==> config.mk <==
export PLATFORM = sky130hd
export DESIGN_NAME = xor_stream_cipher
export DESIGN_NICKNAME = d
export VERILOG_FILES = /design/src/rtl/xor_stream_cipher.sv
export SDC_FILE = /design/constraint.sdc
export NUM_CORES = 1
export LEC_CHECK = 0
export ABC_AREA = 1
export CORE_UTILIZATION = 45
export CTS_BUF_LIST = sky130_fd_sc_hd__clkbuf_16
export CTS_CLUSTER_SIZE = 20
export DETAILED_ROUTE_END_ITERATION = 8
export GPL_ROUTABILITY_DRIVEN = 0
export GPL_TIMING_DRIVEN = 0
export PLACE_DENSITY = 0.74
export REMOVE_ABC_BUFFERS = 1
export SETUP_SLACK_MARGIN = 0.02
export SKIP_CTS_REPAIR_TIMING = 1
export SYNTH_ARGS = -nofsm -noshare
export SYNTH_HDL_FRONTEND = slang
export SYNTH_SLANG_ARGS = --single-unit
==> constraint.sdc <==
create_clock -name clk -period 3.3 [get_ports clk]
set_input_delay 0.99 -clock clk [delete_from_list [all_inputs] [get_ports clk]]
set_output_delay 0.99 -clock clk [all_outputs]
set_load 0.1 [all_outputs]
==> src/rtl/xor_stream_cipher.sv <==
// Byte-wide XOR stream cipher with a one-deep output register; rekeys from an external key generator
// every ROT_PERIOD accepted bytes (LOAD -> RUN -> REKEY -> WAIT -> LOAD).
module xor_stream_cipher #(
  parameter int unsigned ROT_PERIOD = 8
) (
  input  logic       clk,
  input  logic       rst,
  input  logic [7:0] key_in,
  output logic       key_req,
  input  logic [7:0] in_data,
  input  logic       in_valid,
  output logic       in_ready,
  output logic [7:0] out_data,
  output logic       out_valid,
  input  logic       out_ready,
  output logic [3:0] key_epoch
);

  typedef enum logic [1:0] {LOAD, RUN, REKEY, WAIT} state_t;

  localparam logic [7:0] LAST_IDX = 8'(ROT_PERIOD - 1);

  state_t     state_q, state_d;
  logic [7:0] key_q, key_d;
  logic [7:0] cnt_q, cnt_d;
  logic [7:0] data_q, data_d;
  logic       valid_q, valid_d;
  logic [3:0] epoch_q, epoch_d;
  logic       accept;

  assign in_ready  = (state_q == RUN) && (!valid_q || out_ready);
  assign accept    = in_valid && in_ready;
  assign out_data  = data_q;
  assign out_valid = valid_q;
  assign key_epoch = epoch_q;

  always_comb begin
    state_d = state_q;
    key_d   = key_q;
    cnt_d   = cnt_q;
    epoch_d = epoch_q;
    data_d  = data_q;
    valid_d = valid_q;
    key_req = 1'b0;

    case (state_q)
      LOAD: begin
        key_d   = key_in;
        cnt_d   = 8'd0;
        state_d = RUN;
      end
      RUN: begin
        if (accept) begin
          cnt_d = cnt_q + 8'd1;
          if (cnt_q == LAST_IDX) state_d = REKEY;
        end
      end
      REKEY: begin
        key_req = !rst;
        epoch_d = epoch_q + 4'd1;
        state_d = WAIT;
      end
      WAIT: begin
        state_d = LOAD;
      end
      default: state_d = LOAD;
    endcase

    // Output register drains independently of the FSM, so a pending byte survives a rekey.
    if (accept) begin
      data_d  = in_data ^ key_q;
      valid_d = 1'b1;
    end else if (out_ready) begin
      valid_d = 1'b0;
    end
  end

  always_ff @(posedge clk) begin
    if (rst) begin
      state_q <= LOAD;
      key_q   <= 8'd0;
      cnt_q   <= 8'd0;
      data_q  <= 8'd0;
      valid_q <= 1'b0;
      epoch_q <= 4'd0;
    end else begin
      state_q <= state_d;
      key_q   <= key_d;
      cnt_q   <= cnt_d;
      data_q  <= data_d;
      valid_q <= valid_d;
      epoch_q <= epoch_d;
    end
  end

endmodule

# Word level (Yosys, flattened, before mapping)
# Index checks and enable logic that the tools add are counted.
# W data, S select, Z words.
[totals] register_bits=31 input_bits=20 wordCells=33 out_inout_bits=15
[classes] n_reduce_logical=10 eq_ne=6 bitwise_logic=1 n_mux=8 addsub=2
[ops] cell="$pmux W8 S2" n=1
[ops] cell="$add A8 B1 Y8 const B" n=1
[ops] cell="$eq A8 B3 Y1 const B" n=1
[ops] cell="$mux W8" n=1
[ops] cell="$pmux W2 S4" n=1
[ops] cell="$xor A8 B8 Y8" n=1
[ops] cell="$add A4 B1 Y4 const B" n=1
[ops] cell="$eq A2 B2 Y1 const B" n=2
[ops] cell="$mux W2" n=2
[ops] cell="$reduce_and A2 Y1" n=2
[ops] cell="$reduce_bool A2 Y1" n=2
[ops] cell="$mux W1" n=3
[ops] cell="$eq A2 B1 Y1 const B" n=1
[ops] cell="$logic_and A1 B1 Y1" n=2
[ops] cell="$logic_not A1 Y1" n=2
[ops] cell="$logic_not A2 Y1" n=1
[ops] cell="$ne A2 B1 Y1 const B" n=1
[ops] cell="$ne A2 B2 Y1 const B" n=1
[ops] cell="$logic_or A1 B1 Y1" n=1

# Longest topological paths before layout
# Gate-level depths: netlist of run 1.
[depth] word_depth=6 mapped_depth=10 mapped_depth_nobuf=9

# Worst setup path before layout of run 1
# No wires, ideal clock.
[synth_timing] path_kind="input -> output" startpoint="input rst" endpoint="output key_req" n_path_buf=0 slack_ns=0.067 cell_stages=1 t_arrival_ns=2.243 path_cell_list="nor2_1"
[synth_via] elab_chain_len=2
[synth_lines] item="from (decl)" line="7" text="input logic rst,"
[synth_lines] item="$logic_not A1 Y1" line="59" text="key_req = !rst;"
[synth_lines] item="$mux W1" line="46" text="case (state_q)"
[synth_lines] item="to (decl)" line="9" text="output logic key_req,"
# No other way between the ends.

# Final worst setup path of run 1
[layout_timing] startpoint="input out_ready" endpoint="output in_ready"
[layout_via] elab_chain_len=2
[layout_lines] item="from (decl)" line="15" text="input logic out_ready,"
[layout_lines] item="$logic_or A1 B1 Y1" line="31" text="assign in_ready = (state_q == RUN) && (!valid_q || out_ready);"
[layout_lines] item="$logic_and A1 B1 Y1" line="31"
[layout_lines] item="to (decl)" line="12" text="output logic in_ready,"
# No other way between the ends.

==> summary by stage, run 1 <==
Status
The run finished with clean final reports.

Power
In this run the power density over the cells is 903 mW/mm2. The share of total power consumed by net switching is 44.9%. The internal power is 948 uW.

The analysis attributes to cell leakage a power of 0.812 nW. In this run the power spent charging and discharging nets is 773 uW. In this run, flip-flops and latches consume 30.5% of the power. The clock share of power is 24.7%.

Combinational cells account for 44.8% of the total power. VDD sags by at most 0.408 mV.

Detailed routing
In the routed design, unresolved DRC markers number 0. The via total after detailed routing is 1238. The first-pass iteration count of the detailed router is 4. The post-detailed-route wirelength per cell is 9.70 um. Wires add up to 2600 um. The count of nets left with antenna violations once routing finished came out at 0. The mean number of vias per cell is 4.62. The first-iteration detailed-routing DRC count is 60.

Layout
The layout net count is 250. The area overhead of the layout relative to synthesis is 34.4%. The count of antenna diodes in the layout is 0.

In the final layout, flip-flops and latches occupy 621 um2. The post-route non-filler standard cell count is 268. The most common library cell in the layout ignoring fill and taps is sky130_fd_sc_hd__nor2_1. Leaving out fill and tap cells, the most frequent cells in the layout are sky130_fd_sc_hd__nor2_1, sky130_fd_sc_hd__clkdlybuf4s50_1, sky130_fd_sc_hd__dfxtp_1. The share of post-route cells with drive strength above 1 is 5.36%.

Summing all non-filler instances in the final layout gives an area of 0.00191 mm2. The layout has 300 filler cells. Measured on the finished design, the core utilization comes to 62.9%. Summing all multi-input logic gate instances after layout gives 703 um2.

Global route
The first global-routing pass estimated 4660 um of wire. The leftover overflow at the end of global routing is 0. The number of global-route vias before repair is 1157.

Entering global routing, the biggest net connects 25 pins. Global routing used 18.4% of the available tracks. The initial antenna violation count is 0.

Place
In this run, placement finished with an instance count of 260. After detailed placement, the total cell area comes to 0.00178 mm2. Buffers placed on the I/O ports in this run total 34. The placed wire-length estimate is 1840 um.

Clocking
The clock insertion delay at the later pin of the skew report is 270 ps. The clock passes through at most 2 buffers. The CTS clock-pin slew for the worst setup and hold paths is 50 ps. The clock tree from TritonCTS is built.

The number of levels in the clock H-tree is 2. The tree is rooted in a sky130_fd_sc_hd__clkbuf_16. In this run, CTS created clock tree buffers numbering 5. The tree built by TritonCTS fans out to 31 sinks.

Synth
By area the synthesized netlist is led by sky130_fd_sc_hd__dfxtp_1, sky130_fd_sc_hd__nor2_1, sky130_fd_sc_hd__nand2_1. In this run the cell area of the synthesized design comes to 0.00142 mm2. The number of unique standard cell types used by synthesis is 21. Dividing the synthesized area by the synthesized cell count gives 7.58 um2. In the synthesized netlist, the number of instances is 187. In this run the biggest area consumer among cell types represents 43.8% of the synthesized area.

The sequential-to-total area share from yosys stat is 43.8%. The cell accounting for the most synthesized area is sky130_fd_sc_hd__dfxtp_1. Counting flops and latches in the post-synthesis netlist gives 31.

The synthesis warning total is 0.

STA
At the pin with the least slew margin, the transition time is 976 ps. Setup repair after global routing left no endpoint under its margin. The count of pins over their slew limit is 0. The number of hold violations in the final report came to 0. The worst path in the final design needs a cycle of 3150 ps, including I/O delays and setup. The final count of negative-setup-slack endpoints is 0. Timing would allow up to 317 MHz. Dividing the final minimum period by the clock period gives 95.5%. The final clock skew is 4.47 ps. Hold is met by 490 ps. The tightest slew margin relative to the limit is 34.7%.

Setup path
In this run the worst path has a maximum fanout of 3. The startpoint of the worst setup timing path is out_ready. The startpoint identified for the worst register-to-register timing path is state_q[0]. STA puts the critical path data required time at 2310 ps. Across all register-to-register paths, the minimum setup slack is 1660 ps.

The critical path launch point type is an input pin. The critical path goes through clkdlybuf4s50_1, inv_1, nand2_1, nand2_1, inv_1, clkbuf_2. The kind of end point of the critical path is an output pin.

For this design, the slowest cell found on the critical path is sky130_fd_sc_hd__clkdlybuf4s50_1. The critical path is of the input pin to output pin type. The endpoint identified for the worst register-to-register timing path is cnt_q[6]. The end point of the critical path is in_ready.

At the worst endpoint, the arrival time is 2160 ps. For this run, the slowest stage of the critical path takes 450 ps. The depth of the most critical reg-to-reg path is 8.

Floorplanning
The number of placement rows is 20. For this configuration, the core starts out at a cell density of 46.8%. The die is 58.1 um tall.

35 I/O pins were placed. The die is 58.1 um wide. The core box area is 0.00303 mm2.

The die covers 0.00338 mm2.

Worst hold path
The tightest min-delay check is of the flip-flop to flip-flop type. The worst hold path begins at key_epoch[3].

Flow run
Max-cap violations in this run came to 0.
[metrics by stage]
stage	TNS [ps]	worst slack, ps	power [mW]
6_report	0	149	1.72
5_1_grt	0	73.2	1.84
4_1_cts	-988	-533	1.75
3_5_place_dp	-970	-534	1.31
3_3_place_gp	-1010	-524	1.30
2_1_floorplan	0	66.9	1.13
[cells by family after synthesis]
kind of cell,Yosys count,share of synthesized area (%)
adders and majority gates,7,6.18
buffers and inverters,20,6.62
xor gates and xnor gates,8,4.94
DFF,31,43.8
AOI/OAI and AO/OA,37,13.2
and+or+nand+nor,84,25.3
[layout make-up]
class,count,area share [%]
timing repair buffer,34,17.3
inverter,15,2.95
multi-input combinational,136,36.9
sequential,31,32.6
clock buffer,5,6.57
tap,44,2.89
clock inverter,3,0.788
[critical path: cells and delay by family]
| kind | cells | cell delay, ps |
|---|---|---|
| simple gates | 2 | 180 |
| buf+inv | 4 | 970 |
[worst min path at each step]
stage	endpoint	depth (start not counted)	slack, ps
final	key_epoch[3]	2	490
after global routing	cnt_q[0]	1	540
after CTS	key_epoch[3]	2	490
after detailed placement	key_epoch[3]	2	480
after global placement	cnt_q[0]	1	480
after floorplan	cnt_q[0]	1	470
[flip-flops by register name, summed over array words and instances, names as in the netlist]
name	flops
key_q	8
cnt_q	8
out_valid	1
key_epoch	4
out_data	8
state_q	2
[metal layers]
layer,wire length (um),global-route usage [%]
met5,0,0
met2,1130,27.9
met4,55,8.16
met1,1290,22.2
met3,123,8.48
[synthesized netlist by cell type]
library cell,instances
sky130_fd_sc_hd__o21ai_1,1
sky130_fd_sc_hd__dfxtp_1,31
sky130_fd_sc_hd__clkbuf_1,2
sky130_fd_sc_hd__buf_6,2
sky130_fd_sc_hd__nor2_1,39
sky130_fd_sc_hd__or2_2,1
sky130_fd_sc_hd__nand3_4,1
sky130_fd_sc_hd__nor3b_1,1
sky130_fd_sc_hd__buf_4,1
sky130_fd_sc_hd__xnor2_1,8
sky130_fd_sc_hd__ha_1,7
sky130_fd_sc_hd__nand2_1,29
sky130_fd_sc_hd__inv_2,1
sky130_fd_sc_hd__inv_1,14
sky130_fd_sc_hd__nand2_4,1
sky130_fd_sc_hd__nand4_1,1
sky130_fd_sc_hd__nand3_1,10
sky130_fd_sc_hd__o21ai_0,19
sky130_fd_sc_hd__nor3_1,1
sky130_fd_sc_hd__a31oi_1,1
sky130_fd_sc_hd__a21oi_1,16
[power by group through the flow]
| stage | Clock, mW | Sequential (mW) | Combinational (mW) |
|---|---|---|---|
| global placement | 0 | 0.529 | 0.776 |
| floorplan | 0 | 0.774 | 0.359 |
| finish | 0.425 | 0.525 | 0.771 |
| CTS | 0.439 | 0.524 | 0.785 |
| global route | 0.457 | 0.535 | 0.849 |
| detailed placement | 0 | 0.531 | 0.781 |
(Power assumes the default switching activity.)
==> run 2, diff against run 1 <==
CORE_UTILIZATION = 52   (was 45)
PLACE_DENSITY = 0.89   (was 0.74)
==> run 2 against run 1 <==
  * Non-clock buffer count stayed put
  * Setup slack lost 5.1 ps
  * Flip-flop and latch count stayed put
  * Core utilization grew 12 points
  * Count of clock-buffer cells in the layout stayed put
  * Sequential share of layout area is 0.30 points higher
  * Global-route usage increased by 3.0 points
  * Cell area decreased by 0.92%
  * Power is 0.58% higher
  * Final cell count shrank 5.2%
  * Hold slack improved by 4.8 ps
  * Highest routed layer unchanged
==> summary by stage, run 2 (synthesized netlist as in run 1, its figures left out) <==
Detailed routing
The first-iteration detailed-routing DRC count is 27. Dividing the detail-routed via count by the number of cells gives 5.05. The routed wire length is 2810 um. The detailed router placed 1283 vias in this run. The post-detailed-route wirelength per cell is 11.1 um. The remaining number of nets flagged by the antenna check after routing is 0. The first-pass iteration count of the detailed router is 4. The post-detailed-route DRC marker count is 0.

Status
The run finished with clean final reports.

Power
Power spread over the standard cell area amounts to 917 mW/mm2. The worst-case IR drop observed on VDD is 0.809 mV. The leakage power summed over all cells is 0.812 nW.

Overall power consumption after layout is estimated at 1.73 mW.

Clocking
The clock drives 31 sinks. Counting the buffers created by CTS gives 5. The H-tree was split into 2 levels.

The CTS clock-pin slew for the worst setup and hold paths is 50 ps. The tree is rooted in a sky130_fd_sc_hd__clkbuf_16. The later pin in the worst-skew pair is clocked with a latency of 270 ps. The clock tree from TritonCTS is built. The buffer depth of the longest clock path is 2.

Setup path
The setup slack of the most critical reg-to-reg path is 1660 ps. The number of buffer and inverter instances along the worst setup path is 4. STA classifies the critical path startpoint as an input pin. Of all nets on the critical path, the largest fanout is 3. In this run the critical register-to-register path is captured at cnt_q[6]. The critical path goes through clkdlybuf4s50_1, inv_1, nand2_1, nand2_1, inv_1, clkbuf_2. STA classifies the critical path endpoint as an output pin.

The critical setup path kind is input pin to output pin. The top cell family by delay on the critical path is buffers and inverters. Data on the critical path arrives at its endpoint at 2170 ps. The largest single stage delay on the critical path is 450 ps.

In this run the critical register-to-register path is launched from state_q[0]. The depth of the most critical reg-to-reg path is 8. The slowest stage of the critical path is the sky130_fd_sc_hd__clkdlybuf4s50_1 cell. The required time of the worst setup path is 2310 ps.

Global route
The met1 capacity usage during global routing is 24.8%. The initial antenna violation count is 0. The number of global-route vias before repair came to 1024. The global-route layer with the greatest usage is met2. Entering global routing, the biggest net connects 25 pins. The global-route usage over all layers is 21.4%. Global routing used 35.4% of the available met2 tracks.

The routing usage on met3 is 5.83%. The first-pass GRT wire length is 4330 um. After global routing the overflow that remains totals 0.

STA
The post-layout minimum cycle time is 3160 ps. The count of pins over their slew limit is 0. At the pin with the least slew margin, the transition time is 978 ps.

The maximum achievable frequency is 317 MHz. The final critical-path share of the clock period is 95.6%. The number of hold violations in the final report is 0. Setup violations remaining at the end of the flow were counted as 0. The tightest slew margin relative to the limit is 34.6%. Setup repair after global routing left no endpoint under its margin. The final clock skew is 2.21 ps.

Layout
The layout net count is 250. The area overhead of the layout relative to synthesis is 33.2%. In the layout the commonest cells are sky130_fd_sc_hd__nor2_1, sky130_fd_sc_hd__clkdlybuf4s50_1, sky130_fd_sc_hd__dfxtp_1.

The finished layout holds 254 standard cells, fillers aside. The final cell area excluding filler cells is 0.00189 mm2. The repair_antennas step left the layout with diodes totalling 0. Leaving out fill and tap cells, the most frequent cell in the layout is sky130_fd_sc_hd__nor2_1.

The post-route netlist has 5.36% of its cells at a drive strength greater than 1.

Worst hold path
The number of cells on the worst hold path is 2. The kind of path behind the tightest hold check is flip-flop to flip-flop. The hold path startpoint is key_epoch[3].

The hold path endpoint is key_epoch[3].

Floorplanning
The width of the die is 54.2 um. The die covers 0.00294 mm2. The number of placement rows is 18. The core box area is 0.00252 mm2. In this run the count of I/O pins placed on the die edge is 35. For this configuration, the core starts out at a cell density of 56.2%. The die is 54.2 um tall.

Flow run
The tool flagged a number of max-cap violations equal to 0.

Place
The count of input and output buffers is 34. The placed wire-length estimate is 1940 um. After detailed placement, the total cell area comes to 0.00176 mm2.

After detailed placement, the design holds a cell count of 246.
[run 2: metal layers]
metal,vias to the layer above,part of all wire (%)
met1,569,46
met5,-,0
met4,0,1.7
met3,5,4.0
li1,679,-
met2,30,48
[run 2: area by class of cell]
| type | count | area (um2) |
|---|---|---|
| Sequential cell | 31 | 621 |
| Clock buffer | 5 | 125 |
| Inverter | 15 | 56.3 |
| Fill cell | 195 | 634 |
| Clock inverter | 3 | 15.0 |
| Tap cell | 30 | 37.5 |
| Timing Repair Buffer | 34 | 330 |
| Multi-Input combinational cell | 136 | 703 |
[run 2: through the flow]
stage	hold slack (ps)	utilization [%]	TNS (ps)	setup WS, ps
2_1_floorplan	466	-	0	66.9
3_3_place_gp	485	69.7	-934	-519
3_5_place_dp	492	69.7	-958	-529
4_1_cts	504	75.2	-958	-531
5_1_grt	534	74.9	0	53.4
6_report	495	74.9	0	144
[run 2: worst max-delay path by stage]
| stage | start | endpoint | slack (ps) | cells after the start |
|---|---|---|---|---|
| 2_1_floorplan | rst | key_req | 70 | 1 |
| 3_3_place_gp | out_ready | in_ready | -520 | 6 |
| 3_5_place_dp | out_ready | in_ready | -530 | 6 |
| 4_1_cts | out_ready | in_ready | -530 | 6 |
| 5_1_grt | out_ready | in_ready | 50 | 6 |
| 6_report | out_ready | in_ready | 140 | 6 |
[run 2: worst min-delay path: cells and delay by family, from the launching register on]
| kind | cells | cell delay [ps] |
|---|---|---|
| flops | 1 | 340 |
| compound gates | 1 | 50 |
| simple gates | 1 | 70 |
[run 2: where the power goes]
part / internal [mW] / switching (mW) / total, mW
sequential: 0.466 / 0.0602 / 0.527
combinational: 0.209 / 0.571 / 0.780
clock: 0.273 / 0.151 / 0.424
==> run 3, diff against run 2 <==
GPL_TIMING_DRIVEN = 1   (was 0)
SLEW_MARGIN = 20   (was not set)
==> run 3 against run 2 <==
  * Setup slack gained 230 ps
  * Maximum frequency grew 7.9%
  * Combinational power rose by 2.7%
  * Critical endpoint unchanged
  * Core utilization down 0.099 points
  * Die area stayed put
  * Critical path depth stayed put
  * Final cell count stayed put
  * Via count decreased by 1.2%
  * Power rose by 1.3%
  * Non-clock buffer count did not move
  * Clock power is essentially flat
==> summary by stage, run 3 (synthesized netlist as in run 1, its figures left out) <==
Setup path
Traced cell by cell, the critical path runs through clkdlybuf4s50_1, inv_1, nand2_1, nand2_1, inv_1, buf_12. On the critical path, the stage with the largest delay is an instance of sky130_fd_sc_hd__clkdlybuf4s50_1. The critical path is of the input pin to output pin type. The kind of end point of the critical path is an output pin. Grouping stages by cell kind, the critical path spends the most delay in buffers and inverters. The setup slack of the most critical reg-to-reg path is 1640 ps.

Data on the critical path arrives at its endpoint at 1940 ps. The worst setup path is launched from an input pin. The startpoint of the worst setup timing path is out_ready. The required time of the worst setup path is 2310 ps. The end of the worst register-to-register path is cnt_q[6]. On the worst path, the slowest cell contributes a delay of 450 ps. The number of buffers and inverters on the critical path is 4. In this run the critical register-to-register path is launched from state_q[1]. In this run the worst path has a maximum fanout of 3. The depth of the most critical reg-to-reg path is 8.

Clocking
The buffer depth of the longest clock path is 2. TritonCTS built the clock tree. In this run the clock root is driven by a sky130_fd_sc_hd__clkbuf_16.

The number of CTS-inserted buffers is 5. The CTS clock-pin slew for the worst setup and hold paths is 50 ps. The clock insertion delay at the later pin of the skew report is 270 ps.

The clock drives 31 sinks. The H-tree generated during clock tree synthesis spans 2 levels.

Place
The placement-stage cell area is 0.00175 mm2. Port buffering added 34 buffers. Detailed placement finished with a half-perimeter wire length of 1930 um.

In this run, placement finished with an instance count of 246.

Power
The worst ir drop on vdd is 0.756 mV. Total power for the finished layout comes to 1.75 mW. The leakage power summed over all cells is 0.844 nW. Dividing total power by cell area gives a power density of 930 mW/mm2.

Layout
With fillers left out, the area of the finished cells amounts to 0.00189 mm2. Cells fill 74.8% of the core in the end. The repair_antennas step left the layout with diodes totalling 0. In the layout the commonest cells are sky130_fd_sc_hd__nor2_1, sky130_fd_sc_hd__dfxtp_1, sky130_fd_sc_hd__nand2_1. Leaving out filler cells and counting taps, the final layout contains 254. The layout net count is 250.

Of the cells placed in the final design, the portion with a size suffix greater than 1 is 11.2%. From synthesis to final layout, the design area changed by 33.0%. Leaving out fill and tap cells, the most frequent cell in the layout is sky130_fd_sc_hd__nor2_1.

Detailed routing
The remaining number of nets flagged by the antenna check after routing is 0. The routed wire length is 2830 um. The first-iteration detailed-routing DRC count is 12.

The post-detailed-route wirelength per cell is 11.1 um. After detailed routing, the number of vias per cell comes to 4.99. The pre-antenna-repair detailed-routing pass consisted of 4 iterations.

The via total after detailed routing is 1267. The post-detailed-route DRC marker count is 0.

STA
For the finished layout, the period the worst path requires is 2930 ps. The count of pins over their slew limit is 0. The final clock skew is 3.46 ps.

After routing, the total negative slack on setup checks comes to 0 ps. Setup violations remaining at the end of the flow were counted as 0. For the pin with the worst max-slew slack, the measured transition is 583 ps. The number of hold violations in the final report is 0.

Of the available clock period, the critical path in the final layout requires 88.7%. Setup repair after global routing left no endpoint under its margin. The maximum achievable frequency is 342 MHz.

The tightest slew margin relative to the limit is 61.1%.

Global route
After global routing the overflow that remains totals 0. The global-route usage over all layers is 21.0%. The number of global-route vias before repair is 982. The first global-routing pass estimated 4220 um of wire. The largest net degree at the start of global routing is 25. The initial antenna violation count is 0.

Floorplanning
The die area is 0.00294 mm2. The top-level port count is 35. Measured along the x axis, the die boundary spans 54.2 um. The initial standard-cell utilization of the core is 56.2%. In this run the core area contains 18 standard-cell rows.

The total area inside the core boundary comes to 0.00252 mm2. The floorplan die height is 54.2 um.

Status
The run finished with clean final reports.

Worst hold path
The worst hold path terminates at key_epoch[3]. In this run the worst hold path is classified as flip-flop to flip-flop. The startpoint identified for the worst hold timing path is key_epoch[3]. The worst hold path passes through 2 cells.

Flow run
The max-capacitance violation count is 0.
run 3: power by group:
group	switching (mW)	leakage (nW)	internal, mW	total, mW
clock network	0.153	0.0649	0.273	0.426
logic	0.577	0.526	0.224	0.801
registers	0.0607	0.254	0.466	0.527
total	0.791	0.844	0.963	1.75
run 3: cell type report:
class / count / area [um2]
Timing Repair Buffer: 34 / 328
Fill cell: 194 / 637
Multi-Input combinational cell: 136 / 703
Clock buffer: 5 / 125
Sequential cell: 31 / 621
Tap cell: 30 / 37.5
Inverter: 15 / 56.3
Clock inverter: 3 / 15.0
run 3: tightest hold or removal path: stages, from the launching register on:
cell and delay, ps:
sky130_fd_sc_hd__dfxtp_1 350, sky130_fd_sc_hd__a31oi_1 50, sky130_fd_sc_hd__nor2_1 70
run 3: per-layer routing:
layer  GRT usage (%)  vias to the layer above  share of wire [%]
li1                -                      676                  -
met1            24.5                      553                 45
met2            32.7                       31                 48
met3            7.22                        7                4.9
met4            12.8                        0                2.0
met5               0                        -                  0
run 3: worst max path at each step:
stage                to  slack (ps)  cells past startpoint
2_1_floorplan   key_req          70                      1
3_3_place_gp   in_ready         380                      6
3_5_place_dp   in_ready         370                      6
4_1_cts        in_ready         370                      6
5_1_grt        in_ready         300                      6
6_report       in_ready         370                      6
run 3: per-stage QoR:
| stage | hold slack, ps | setup slack (ps) |
|---|---|---|
| global placement | 481 | 381 |
| CTS | 513 | 367 |
| floorplan | 466 | 66.9 |
| finish | 509 | 374 |
| detailed placement | 498 | 368 |
| global route | 535 | 303 |
==> patch (settings of run 2) <==
Reset style: asynchronous (`rst`), changed in one clocked block.
--- a/src/rtl/xor_stream_cipher.sv
+++ b/src/rtl/xor_stream_cipher.sv
@@ -77,3 +77,3 @@
 
-  always_ff @(posedge clk) begin
+  always_ff @(posedge clk or posedge rst) begin
     if (rst) begin
Check against the original RTL: differs if rst is asserted again (counterexample within 4 cycles, from zero or initial values and one cycle with rst high); with rst held inactive, the same outputs for 10 cycles.
==> patch against run 2 <==
  * Design area up 4.9%
  * Worst setup slack better by 0.11 ns
  * Routed wire length up 14%
  * Sequential cell count unchanged
  * Utilization down 2.4 points
  * Area after synthesis up 5.6%
  * Critical path depth down 2
  * Critical path type unchanged
  * Critical endpoint unchanged
Power is left out: the tool's default activity adds up to more than one toggle a clock period on the data nets, which glitch-free logic cannot reach.
==> patch: results <==
export IMPL_fin_skew_ns=0.003765
export IMPL_dp_worst_setup_slack_ns=-0.4384
export IMPL_netlist_instances=158
export IMPL_outcome="completed"
export IMPL_grt_total_usage_pct=23.12
export IMPL_slew_headroom_pct=22.96
export IMPL_dp_hpwl_um=2271
export IMPL_fillers=166
export IMPL_hold_start="key_epoch[3]"
export IMPL_synthMuxAreaShare_pct=6.020
export IMPL_worstSetupStartpoint="out_ready"
export IMPL_synth_commonest_cells="35 x nand2_1, 31 x dfrtp_1, 14 x inv_1, 14 x nor2_1, 12 x o21ai_0"
export IMPL_drtAntennaViolNets=0
export IMPL_placed_cell_area_um2=1854
export IMPL_rr_startpoint="state_q[1]"
export IMPL_ys_async_sr_fraction_pct=100.0
export IMPL_synth_xor_area_share_pct=6.438
export IMPL_r2r_cells=7
export IMPL_drive_gt1_share_pct=9.645
export IMPL_hold_depth=1
export IMPL_avgViaCountPerCell=5.333
export IMPL_hold_ws_ns=0.4713
export IMPL_synth_compound_gate_area_share_pct=5.853
export IMPL_drt_total_wl_um=3209
export IMPL_initialDrtViolationCount=47
export IMPL_grt_max_degree=32
export IMPL_r2r_setup_slack_ns=1.36
export IMPL_fin_ws_ns=0.2507
export IMPL_vias=1216
export IMPL_ys_flop_type="dfrtp_1"
export IMPL_nets=223
export IMPL_crit_fanout=2
export IMPL_crit_arrival_ns=2.06
export IMPL_ys_seq_area_share_pct=51.84
export IMPL_rr_endpoint="state_q[1]"
export IMPL_synth_area_leaders="dfrtp_1 52%, nand2_1 8.8%, mux2_2 6.0%, ha_1 5.9%, xnor2_1 5.3%"
export IMPL_grt_pass1_wl_um=5299
export IMPL_min_to="key_epoch[3]"
==> patch: cell types whose count changed in the layout (fill, tap and decap cells not counted), sizes merged, moves of 2 or more <==
cell,delta
dfxtp,-31
a21oi,-13
xor2,+2
mux2,+8
o21ai,-7
dfrtp,+31
nor2,-25
nand2,+6
==> patch: area by class of cell <==
cell class | instances | area (µm²) | share of cell area [%]
Timing Repair Buffer | 34 | 330.3 | 16.68
Clock buffer | 5 | 125.1 | 6.317
Inverter | 14 | 52.55 | 2.653
Sequential cell | 31 | 775.7 | 39.17
Clock inverter | 3 | 11.26 | 0.5685
Multi-Input combinational cell | 110 | 646.9 | 32.66
Tap cell | 31 | 38.79 | 1.958
==> patch: routing by layer <==
layer  routed length, µm  part of all wire (%)  GRT usage, %  up-vias
li1                    -                     -             -      583
met1                1304                    41         24.92      597
met2                1679                    52         39.59       29
met3                 165                   5.1         10.00        7
met4                  61                   1.9         9.643        0
met5                   0                     0             0        -
